File: src/rtl/u_enc_pkg.sv
// -----------------------------------------------------------------------------
// u_pkg: shared definitions for the unary (thermometer) code generator.
//
// Contents:
//   u_cnt_w(w)  - width of a binary count able to express 0..w inclusive.
//   U_Q_DEPTH   - depth of the output queue in u_enc.
//
// Queue entry layout is {err, x}: the error flag sits above the P_W-bit code
// word. Packages cannot carry parameterised types, so u_enc declares its own
// entry_t struct in that field order.
// -----------------------------------------------------------------------------
package u_pkg;

  // The queue uses 1-bit pointers and a 2-bit occupancy, so this stays at 2.
  localparam int U_Q_DEPTH = 2;

  function automatic int u_cnt_w(input int w);
    return $clog2(w + 1);
  endfunction

endpackage

File: src/rtl/u_enc_cell.sv
// -----------------------------------------------------------------------------
// u_enc_cell: one bit slice of the thermometer encoder.
//
// Ports:
//   n_eff  in   P_CNT_W  clamped count of ones (0..P_W)
//   cmpl   in   1        invert this bit (complemented code requested)
//   x      out  1        code bit at position P_K
//
// Ones fill from the LSB, so bit P_K is set when P_K < n_eff.
// -----------------------------------------------------------------------------
module u_enc_cell #(
  parameter int P_K     = 0,
  parameter int P_CNT_W = 1
) (
  input  logic [P_CNT_W-1:0] n_eff,
  input  logic               cmpl,
  output logic               x
);

  localparam logic [P_CNT_W-1:0] K_V = P_CNT_W'(P_K);

  assign x = (K_V < n_eff) ^ cmpl;

endmodule

File: src/rtl/u_enc.sv
// -----------------------------------------------------------------------------
// u_enc: streaming unary (thermometer) code generator with a 2-entry queue.
//
// Ports:
//   clk        in   1        clock, rising edge
//   arst       in   1        asynchronous reset, active-high
//   i_in_vld   in   1        input word valid
//   i_in_n     in   CNT_W    requested count of ones
//   i_in_cmpl  in   1        request complemented code
//   o_in_rdy   out  1        queue can accept an input word
//   o_out_vld  out  1        head of queue valid
//   o_out_x    out  P_W      emitted code word (head of queue)
//   o_out_err  out  1        head word was saturated or had its complement refused
//   i_out_rdy  in   1        consumer accepts the head
//   i_err_clr  in   1        synchronous clear of the error counter
//   o_err_cnt  out  ERR_W    saturating count of accepted erroneous inputs
//
// Words are encoded combinationally at the input and stored already encoded,
// so the outputs come straight from the queue registers.
// -----------------------------------------------------------------------------
module u_enc
  import u_pkg::*;
#(
  parameter int P_W                   = 16,
  parameter int P_ADMIT_COMPLIMENT_EN = 1,
  parameter int P_ERR_CNT_W           = 8
) (
  input  logic                      clk,
  input  logic                      arst,
  input  logic                      i_in_vld,
  input  logic [u_cnt_w(P_W)-1:0]   i_in_n,
  input  logic                      i_in_cmpl,
  output logic                      o_in_rdy,
  output logic                      o_out_vld,
  output logic [P_W-1:0]            o_out_x,
  output logic                      o_out_err,
  input  logic                      i_out_rdy,
  input  logic                      i_err_clr,
  output logic [P_ERR_CNT_W-1:0]    o_err_cnt
);

  localparam int                     CNT_W    = u_cnt_w(P_W);
  localparam logic [CNT_W-1:0]       W_MAX    = CNT_W'(P_W);
  localparam logic                   CMPL_EN  = (P_ADMIT_COMPLIMENT_EN != 0);
  localparam logic [P_ERR_CNT_W-1:0] ERR_SAT  = '1;
  localparam logic [1:0]             OCC_FULL = 2'(U_Q_DEPTH);

  typedef struct packed {
    logic           err;
    logic [P_W-1:0] x;
  } entry_t;

  // ---------------------------------------------------------------- encoder
  logic             sat;
  logic [CNT_W-1:0] n_eff;
  logic             cmpl_eff;
  logic             in_err;
  logic [P_W-1:0]   code;
  entry_t           new_entry;

  assign sat      = (i_in_n > W_MAX);
  assign n_eff    = sat ? W_MAX : i_in_n;
  // A refused complement request still produces the plain code, flagged as err.
  assign cmpl_eff = i_in_cmpl & CMPL_EN;
  assign in_err   = sat | (i_in_cmpl & ~CMPL_EN);

  generate
    for (genvar gi = 0; gi < P_W; gi++) begin : g_cell
      u_enc_cell #(
        .P_K     (gi),
        .P_CNT_W (CNT_W)
      ) u_cell (
        .n_eff (n_eff),
        .cmpl  (cmpl_eff),
        .x     (code[gi])
      );
    end
  endgenerate

  assign new_entry.err = in_err;
  assign new_entry.x   = code;

  // ------------------------------------------------------------------ queue
  entry_t     q_reg [U_Q_DEPTH];
  logic       wr_ptr_reg;
  logic       rd_ptr_reg;
  logic [1:0] occ_reg;
  logic [1:0] occ_next;
  logic       accept;
  logic       pop;

  // Ready comes only from registered occupancy: no path from i_out_rdy.
  assign o_in_rdy  = (occ_reg != OCC_FULL);
  assign o_out_vld = (occ_reg != 2'd0);
  assign accept    = i_in_vld & o_in_rdy;
  assign pop       = o_out_vld & i_out_rdy;

  always_comb begin
    occ_next = occ_reg;
    case ({accept, pop})
      2'b10:   occ_next = occ_reg + 2'd1;
      2'b01:   occ_next = occ_reg - 2'd1;
      default: occ_next = occ_reg;
    endcase
  end

  always_ff @(posedge clk or posedge arst) begin
    if (arst) begin
      // Storage is cleared too so the head reads as zero after reset.
      for (int i = 0; i < U_Q_DEPTH; i++) begin
        q_reg[i] <= '0;
      end
      wr_ptr_reg <= 1'b0;
      rd_ptr_reg <= 1'b0;
      occ_reg    <= 2'd0;
    end else begin
      if (accept) begin
        q_reg[wr_ptr_reg] <= new_entry;
        wr_ptr_reg        <= ~wr_ptr_reg;
      end
      if (pop) begin
        rd_ptr_reg <= ~rd_ptr_reg;
      end
      occ_reg <= occ_next;
    end
  end

  assign o_out_x   = q_reg[rd_ptr_reg].x;
  assign o_out_err = q_reg[rd_ptr_reg].err;

  // ---------------------------------------------------------- error counter
  logic [P_ERR_CNT_W-1:0] err_cnt_reg;

  always_ff @(posedge clk or posedge arst) begin
    if (arst) begin
      err_cnt_reg <= '0;
    end else if (i_err_clr) begin
      // Clear wins over a coincident increment.
      err_cnt_reg <= '0;
    end else if (accept && in_err && (err_cnt_reg != ERR_SAT)) begin
      err_cnt_reg <= err_cnt_reg + 1'b1;
    end
  end

  assign o_err_cnt = err_cnt_reg;

endmodule

File: config.mk
export PLATFORM = sky130hd
export DESIGN_NAME = u_enc
export DESIGN_NICKNAME = d
export VERILOG_FILES = /design/src/rtl/u_enc_pkg.sv /design/src/rtl/u_enc_cell.sv /design/src/rtl/u_enc.sv
export SDC_FILE = /design/constraint.sdc
export NUM_CORES = 1
export LEC_CHECK = 0
export ABC_AREA = 1
export ABC_CLOCK_PERIOD_IN_PS = 1800
export CORE_MARGIN = 2
export CORE_UTILIZATION = 54
export CTS_CLUSTER_DIAMETER = 50
export DETAILED_ROUTE_END_ITERATION = 7
export GPL_TIMING_DRIVEN = 0
export PLACE_DENSITY_LB_ADDON = 0.12
export SYNTH_ARGS = -nofsm -noshare
export SYNTH_HDL_FRONTEND = slang
export SYNTH_SLANG_ARGS = --single-unit
File: constraint.sdc
create_clock -name clk -period 1.8 [get_ports clk]
set_input_delay 0.27 -clock clk [delete_from_list [all_inputs] [get_ports clk]]
set_output_delay 0.27 -clock clk [all_outputs]
set_load 0.02 [all_outputs]
==> impl_metrics.ini, run 1 <==
[status]
status = finished clean

[yosys]
synth_top_family_by_area = simple AND/OR/NAND/NOR gates
synth_compound_area_share_pct = 7.94
syn_inst = 342
synth.net_count = 355
synth.distinct_cells = 30
synthesis.area_um2 = 2620
ys_seq_area_share_pct = 44.0
synthMuxAreaShare_pct = 2.58
synth-simple-area-share_pct = 33.7
synth-xor-area-share_pct = 2.68
syn_area_per_cell_um2 = 7.65
ys_seq_elements = 46
yosysWarnings = 0
synthAdderAreaFrac_pct = 0.957

[global_route]
grt_pass1_vias = 2163
grt_pass1_wl_um = 10100
track_usage_pct = 24.3
grt_remaining_overflow = 0
antenna_found_initial = 0
grt_max_degree = 29

[min_path]
min_path_type = primary input to asynchronous set/reset pin

[power]
netSwitchingFraction_pct = 42.1
p_seq_share_pct = 36.7
intPower_uw = 2630
irDropWorstVdd_mv = 0.848
clockPowerShare_pct = 13.4
p_switching_uw = 1910
combPwrFrac_pct = 49.9
p_leak_uw = 0.00162
powerDensity_nw_per_um2 = 1450

[place]
io_buffers = 36
dp_hpwl_um = 4250
pre_cts_ws_ns = -0.317
gp_congestion = 0.922

[clock_network]
ctsHoldBuffers = 0
clk_pin_slew_worst_paths_ns = 0.08
worstSkewPairLatency_ns = 0.30
cts-root-buf = clkbuf_8
clk_path_buf_depth = 2
cts.sinks = 46
htreeDepth = 2
cts_buffers = 5
cts_tree = yes

[floorplan]
chipWidth_um = 73.6
die-area_um2 = 5420
io_pins = 38
fp.dieH_um = 73.6
start_util_pct = 55.7
design.core.area_um2 = 4690
row_count = 25

[sta]
period_share_pct = 95.6
layout_setup_ws_ns = 0.0790
slew_violations = 0
relSlewSlack_pct = 69.7
clock_skew_ns = 0.00264
hold_violations = 0
setup_viol = 0
min_period_ns = 1.72
whs_ns = 0.281
rsz0062_at_grt = no
fmax_mhz = 581
worst_pin_slew_ns = 0.454

[worst_setup_path]
cp_cell_sequence = clkdlybuf4s50_1
cpLargestDelayFamily = buffers and inverters
worstPathMaxFanout = 7
critical_path_buf_inv_count = 1
end_kind = output port
r2r_setup_slack_ns = 0.27
crit_arrival_ns = 1.45
critPathMaxStageDelay_ns = 0.66
cp_data_required_time_ns = 1.53
crit_path_start_kind = flop
critical_path_class = flop to output port
critPathSlowestCell = clkdlybuf4s50_1

[route]
drc = 0
vias = 2321
viasPerCell = 5.25
drt.antenna.violating_nets = 0
dr.first_iter.drc_count = 191
drt_pass1_iterations = 4
wl_um = 5980
wl_per_cell_um = 13.5

[final_layout]
final_common_cell = nand2_1
layout_common_cells = 122 x nand2_1, 46 x dfrtp_1, 41 x nand3_1
diodes = 0
nNetsFinal = 401
multi_input_area_um2 = 1250
ff_latch_area_um2 = 1150
utilization_pct = 66.8
area_delta_synth_final_pct = 19.9
n_fill_cell = 429
drive_gt1_share_pct = 15.7
largest_reg_flops = 34

[flow_run]
max_cap_violations = 0
[power groups by stage]
stage | registers [µW] | clock network [µW] | logic (µW)
CTS | 1670 | 619 | 2320
global route | 1720 | 659 | 2510
global placement | 1670 | 0 | 2360
finish | 1670 | 608 | 2270
detailed placement | 1690 | 0 | 2410
floorplan | 1640 | 0 | 1530
[cells in the mapped netlist (all sizes together)]
master / instances / area (µm²)
inv: 34 / 128
o21ai: 34 / 174
nor2: 19 / 113
mux2: 6 / 67.6
buf: 9 / 68.8
xnor2: 2 / 17.5
xor2: 6 / 52.6
dfrtp: 46 / 1150
o211ai: 1 / 7.51
a21boi: 1 / 11.3
nor3: 3 / 31.3
nand2: 128 / 505
ha: 2 / 25.0
nand3: 43 / 225
clkbuf: 4 / 15.0
nand3b: 1 / 7.51
a21oi: 3 / 15.0
[worst paths after layout]
kind | depth (start not counted) | to | start
min in group clk | 3 | q_reg[33] | i_in_n[4]
hold reg to reg | 2 | q_reg[0] | q_reg[0]
hold / removal | 2 | q_reg[24] | arst
setup / recovery | 1 | o_err_cnt[2] | o_err_cnt[2]
max in group asynchronous | 3 | occ_reg[1] | arst
setup reg to reg | 8 | occ_reg[1] | occ_reg[0]
[cells by family (layout without fill, tap and decap cells)]
kind of cell | count (synthesis) | count (layout)
adder cells (fa/ha/maj) | 2 | 2
flip-flops | 46 | 46
AND/OR/NAND/NOR | 194 | 194
XOR/XNOR | 8 | 8
buffers and inverters | 47 | 93
AO/OA/AOI/OAI | 39 | 39
multiplexers | 6 | 6
[what timing repair did]
item,CTS,global route
setup buffers,0,2
setup endpoints to repair,17,17
resized for setup,50,18
[through the flow]
stage	setup TNS (ns)	cells	total power, µW	cell area, µm²
after floorplan	0	342	3170	2620
after global placement	-25.80	432	4030	3040
after detailed placement	-2.80	433	4090	3060
after CTS	-0.0217	440	4610	3150
after global routing	0	442	4890	3130
final	0	442	4550	3130
[final cells by class]
cell class                 instances  area share [%]
multi-input combinational        249            40.0
sequential                        46            36.7
timing repair buffer              39            11.6
inverter                          34            4.07
buffer                            13            3.03
clock buffer                       7            2.44
tap                               54            2.16
[layer usage]
| layer | vias to the layer above | share of wire [%] | track usage [%] | wire length, µm |
|---|---|---|---|---|
| met4 | 0 | 1.7 | 8.28 | 102 |
| li1 | 1178 | - | - | - |
| met1 | 1068 | 45 | 32.1 | 2690 |
| met5 | - | 0 | 0 | 0 |
| met2 | 66 | 48 | 40.1 | 2860 |
| met3 | 9 | 5.5 | 4.39 | 327 |
No activity file was read; power rests on OpenSTA's default activity.
==> inputs of run 2 (changes only) <==
ABC_AREA = 0   (was 1)
CORE_UTILIZATION = 53   (was 54)
SLEW_MARGIN = 20   (was default)
==> run 2 against run 1 <==
  * Total power is 4.0% higher
  * Final cell count is 30% lower
  * Non-clock buffer count stayed put
  * Register-to-register slack worse by 0.19 ns
  * Die area is 5.5% lower
  * Critical path type is now primary input to flop
==> impl_metrics.ini, run 2 <==
[power]
irDropWorstVdd_mv = 1.03
powerDensity_nw_per_um2 = 1590
p_seq_share_pct = 36.7
netSwitchingFraction_pct = 36.6
clockPowerShare_pct = 12.6
intPower_uw = 3000
p_switching_uw = 1730
p_leak_uw = 0.00122
combPwrFrac_pct = 50.7

[sta]
fmax_mhz = 567
worst_pin_slew_ns = 0.517
min_period_ns = 1.76
fin_setup_tns_ns = 0
clock_skew_ns = 0.00543
rsz0062_at_grt = yes
relSlewSlack_pct = 65.2
setup_viol = 0
whs_ns = 0.190
slew_violations = 0
hold_violations = 0
period_share_pct = 98.0

[min_path]
holdPathStages = 2
min_path_type = primary input to flop

[worst_setup_path]
end_kind = flop
critical_path_class = primary input to flop
r2r_cells = 5
crit_arrival_ns = 1.99
cp_data_required_time_ns = 2.03
crit_path_start_kind = primary input
worstPathMaxFanout = 5

[clock_network]
cts_buffers = 5
clk_path_buf_depth = 2
worstSkewPairLatency_ns = 0.29
cts-root-buf = clkbuf_8
ctsHoldBuffers = 0
cts.sinks = 46
htreeDepth = 2
cts_tree = yes
clk_pin_slew_worst_paths_ns = 0.08

[global_route]
grt_remaining_overflow = 0
antenna_found_initial = 0
grt_max_degree = 29
grt_pass1_wl_um = 7820
track_usage_pct = 19.9
grt_pass1_vias = 1625

[yosys]
netlist.area_leader.share_pct = 47.6
synth_async_sr_flop_share_pct = 100
synthFlopType = dfrtp_1
syn_area_per_cell_um2 = 11.4
ys_seq_elements = 46
synthTopCellsByCount = 46 x dfrtp_1, 40 x mux2_2, 17 x xnor2_1
synthMuxAreaShare_pct = 19.9
yosysWarnings = 0
synth_most_common_cell = dfrtp_1
synth_compound_area_share_pct = 9.05
syn_inst = 213
synth-edff-count = 0
synth-xor-area-share_pct = 7.60
synth-simple-area-share_pct = 9.98
netlist_top_cells_area = dfrtp_1 48%, mux2_2 19%, xnor2_1 6.2%
ys_seq_area_share_pct = 47.6
synth.distinct_cells = 40
synth_top_family_by_area = multiplexers
synthAdderAreaFrac_pct = 1.03
synthesis.area_um2 = 2420
synth.net_count = 226
yosysTopAreaCell = dfrtp_1

[final_layout]
layout_common_cells = 43 x dfrtp_1, 40 x mux2_2, 17 x xnor2_1
utilization_pct = 68.0
area_delta_synth_final_pct = 23.2
drive_gt1_share_pct = 35.0
diodes = 0
final_common_cell = dfrtp_1
largest_reg_flops = 34
nNetsFinal = 270

[floorplan]
io_pins = 38
design.core.area_um2 = 4380
fp.dieH_um = 71.6
row_count = 24
die-area_um2 = 5120
start_util_pct = 55.2
chipWidth_um = 71.6

[route]
wl_um = 4700
wl_per_cell_um = 15.2
dr.first_iter.drc_count = 117
drt_pass1_iterations = 4
drc = 0
viasPerCell = 5.48
drt.antenna.violating_nets = 0
vias = 1692

[place]
gp_congestion = 0.811
dp_hpwl_um = 3310
io_buffers = 34

[status]
status = finished clean

[flow_run]
max_cap_violations = 0
==> run 2: changes by cell type after synthesis, moves of 6 or more <==
cell | previous run | this run
mux2_2 | 6 | 40
xnor2_1 | 2 | 17
nand3_1 | 41 | 3
nand2_1 | 122 | 12
nor2_1 | 14 | 3
inv_2 | 6 | 0
a21oi_1 | 3 | 12
o21ai_1 | 10 | 0
o21ai_0 | 23 | 9
inv_1 | 28 | 8
==> run 2: power groups by stage <==
stage,sequential [µW],clock [µW],combinational [µW]
after global placement,1700,0,2420
final,1730,596,2400
after floorplan,1660,0,1620
after global routing,1790,658,2580
after CTS,1720,612,2390
after detailed placement,1730,0,2450
==> run 2: worst paths after layout <==
path / start / end / slack [ns]
max: i_in_n[1] / o_err_cnt[3] / 0.04
min: i_err_clr / o_err_cnt[0] / 0.19
max reg2reg: o_err_cnt[0] / o_err_cnt[2] / 0.08
min reg2reg: q_reg[16] / q_reg[16] / 0.49
max in group asynchronous: arst / rd_ptr_reg / 1.02
min in group asynchronous: arst / q_reg[32] / 0.28
==> run 2: repair_timing <==
| item | in CTS | in global routing |
|---|---|---|
| resized for setup | 54 | 12 |
| cloned | 0 | 1 |
| setup buffers | 1 | 1 |
| pin swaps | 1 | 0 |
| endpoints found under the setup margin | 47 | 31 |
==> run 2: through the flow <==
step | cells | instance area [µm²] | power (µW) | setup slack (ns)
detailed placement | 300 | 2840 | 4180 | -0.709
floorplan | 213 | 2420 | 3280 | 0.0569
finish | 309 | 2980 | 4730 | 0.0362
CTS | 308 | 2970 | 4720 | 0.000793
global route | 309 | 2980 | 5030 | -0.0511
global placement | 299 | 2820 | 4110 | -0.630
==> run 2: area by class of cell <==
cell class	instances	area, µm²
fill	364	1400
clock buffer	6	72.6
clock inverter	1	7.51
sequential	46	1150
multi-input combinational	143	1170
buffer	14	103
timing repair buffer	38	378
inverter	9	33.8
tap	52	65.1
==> run 2: worst max-delay path, stage by stage <==
cell	delay, ns
clkdlybuf4s50_1	0.52
o41ai_2	0.14
or3_4	0.39
or4_1	0.51
a21oi_1	0.16
==> run 2: cells by family (layout without fill, tap and decap cells) <==
group,Yosys count,after routing
fa+ha+maj,2,2
mux,43,43
compound gates,35,35
simple gates,42,42
buf+inv,24,68
xor+xnor,21,21
flops,46,46
==> run 2: per-layer routing <==
| layer | track usage, % | wire length (µm) |
|---|---|---|
| met3 | 3.94 | 208 |
| met4 | 7.55 | 45 |
| met1 | 27.8 | 2230 |
| met5 | 0 | 0 |
| met2 | 30.8 | 2220 |
==> RTL change, RTL diff (flow settings as in run 2) <==
Set the parameter `P_ADMIT_COMPLIMENT_EN` to 0 (it was 1).
--- a/src/rtl/u_enc.sv
+++ b/src/rtl/u_enc.sv
@@ -22,7 +22,7 @@
   import u_pkg::*;
 #(
   parameter int P_W                   = 16,
-  parameter int P_ADMIT_COMPLIMENT_EN = 1,
+  parameter int P_ADMIT_COMPLIMENT_EN = 0,
   parameter int P_ERR_CNT_W           = 8
 ) (
   input  logic                      clk,
Behaviour: not the same (a bounded check fails within 4 cycles, from zero or initial values and one cycle with arst high).
==> RTL change against run 2 <==
Critical path depth fell by 1; sequential cell count did not move; worst hold slack improved by 140 ps; first-iteration DRC count fell by 17%; die area fell by 7.5%; setup slack improved by 13 ps; cell area fell by 7.3%; count of clock-buffer cells in the layout did not move; area after synthesis fell by 8.0%; maximum frequency rose by 0.74%; total power fell by 3.6%; wire length rose by 1.6%; critical path type is now register to primary output; largest cell class is now flip-flops and latches.
==> RTL change: results (changes against run 2) <==
| Metric | Value |
|---|---|
| Status | complete, no violations (unchanged) |
| Gpl congestion | 0.839 (was 0.811) |
| CP Data Arrival Time | 1480 ps (was 1990 ps) |
| Pin count of the biggest net entering global routing | 25 (was 29) |
| TritonCTS buffer count | 5 (unchanged) |
| Drt total wl | 4780 um (was 4700 um) |
| Mux cell area share after synthesis | 0.116 (was 0.199) |
| HP Class | input port to register (unchanged) |
| Crit-path slowest cell | dfrtp_1 (was clkdlybuf4s50_1) |
| Asr flop ratio synth | 1.00 (unchanged) |
| Share of cells above drive strength 1 | 0.237 (was 0.350) |
| Worst reg2reg startpoint | o_err_cnt[0]$_DFFE_PP0P_ (unchanged) |
| Xor/xnor cell area share of the yosys netlist | 0.0157 (was 0.0760) |
| Critical path origin | rd_ptr_reg$_DFFE_PP0P_ (was i_in_n[1]) |
| Routed Antenna Nets | 0 (unchanged) |
| DRT iter0 DRCs | 97 (was 117) |
| Initial antenna violation count | 0 (unchanged) |
| Pleak | 1.25 nW (was 1.22 nW) |
| Clock slew at reported path FFs | 80 ps (about the same) |
| Synth Area in Adders | 0.0112 (was 0.0103) |
| Cell family with most CP delay | buffers and inverters (was simple AND/OR/NAND/NOR gates) |
| First-pass GRT wire length | 7730 um (was 7820 um) |
| Relative slew slack | 0.629 (was 0.652) |
| Crit path largest cell delay | 350 ps (was 520 ps) |
| Synth Area in Compound Gates | 0.143 (was 0.0905) |
| Synthesized Nets | 234 (was 226) |
| Top cells by count, synth | dfrtp_1 (46), nand2_1 (37), o21ai_0 (34) (was dfrtp_1 (46), mux2_2 (40), xnor2_1 (17)) |
| WL met3 | 204 um (was 208 um) |
| Metal2 WL | 2300 um (was 2220 um) |
| Skew final | 5.88 ps (was 5.43 ps) |
| Nets | 280 (was 270) |
| Number of global-route vias before repair | 1649 (was 1625) |
| Worst-case vdd ir drop | 0.984 mV (was 1.03 mV) |
| PortBufs | 36 (was 34) |
| Top area cells in the synthesized netlist | dfrtp_1 (52%), mux2_2 (10%), o21ai_0 (7.6%) (was dfrtp_1 (48%), mux2_2 (19%), xnor2_1 (6.2%)) |
| Pre-CTS setup slack | -505 ps (was -709 ps) |
| Post-synthesis sequential area ratio | 0.517 (was 0.476) |
| Total track usage | 0.225 (was 0.199) |
| Dpl hpwl | 3440 um (was 3310 um) |
| Synth cell types | 38 (was 40) |
| Hold Startpoint | i_in_n[3] (was i_err_clr) |
| H-tree depth | 2 (unchanged) |
| Number of vias per cell | 5.59 (was 5.48) |
| Wire length on met1 | 2220 um (was 2230 um) |
RTL change: cell count changes after synthesis, moves of 4 or more:
cell	change
clkbuf_1	+4
inv_1	-7
mux2_2	-20
nand2_1	+25
nand3_1	+4
nor2_1	+5
nor3_1	-4
o21ai_0	+25
xnor2_1	-15
RTL change: area by class of cell:
class	count	area, sq um	share of cell area
timing repair buffer	39	343	0.124
inverter	1	3.75	0.00136
buffer	16	103	0.0372
sequential	46	1150	0.417
multi-input combinational	158	1010	0.367
tap	50	62.6	0.0227
clock buffer	6	82.6	0.0299
RTL change: where the power goes:
part / switching (mW) / internal (mW)
clock network: 0.321 / 0.296
logic: 1.23 / 0.986
registers: 0.242 / 1.48
total: 1.79 / 2.77
RTL change: repair_timing:
| action | 4_1_cts | 5_1_grt |
|---|---|---|
| pin swaps | 1 | 0 |
| setup buffers | 0 | 2 |
| gates resized for setup | 52 | 27 |
| endpoints found under the setup margin | 23 | 20 |
RTL change: worst reg2reg max path: stages, from the launching register on:
cell,delay (ps)
dfrtp_2,440
ha_1,270
nand3_2,130
o211ai_4,130
or4_1,520
a21oi_2,140
RTL change: logic make-up (layout without fill, tap and decap cells):
family | Yosys count | in the layout
compound gates | 55 | 55
xor+xnor | 4 | 4
fa+ha+maj | 2 | 2
mux | 23 | 23
buf+inv | 17 | 62
flops | 46 | 46
simple gates | 74 | 74
RTL change: worst paths after layout:
path,cells after the start,slack (ps),end
worst max-delay path,4,50,o_out_x[3]
worst min-delay path,3,330,q_reg[24]$_DFFE_PP0P_
worst max register to register,5,110,o_err_cnt[4]$_DFFE_PP0P_
worst min register to register,2,480,q_reg[8]$_DFFE_PP0P_
max in group asynchronous,3,960,q_reg[25]$_DFFE_PP0P_
min in group asynchronous,2,340,o_err_cnt[1]$_DFFE_PP0P_
RTL change: layer usage:
layer | track usage | vias up
met5 | 0 | -
met4 | 0.0613 | 0
met3 | 0.0519 | 6
met2 | 0.376 | 32
met1 | 0.293 | 864
li1 | - | 865
RTL change: metrics by stage:
stage | TNS, ps | instances | power [mW] | area (sq um) | hold WS [ps]
after floorplan | 0 | 221 | 3.18 | 2230 | 444
after global routing | -28.3 | 316 | 4.90 | 2760 | 348
after detailed placement | -6840 | 308 | 4.14 | 2680 | 470
final | 0 | 316 | 4.56 | 2760 | 326
after CTS | -27.2 | 314 | 4.53 | 2720 | 329
after global placement | -26980 | 307 | 4.06 | 2650 | 457
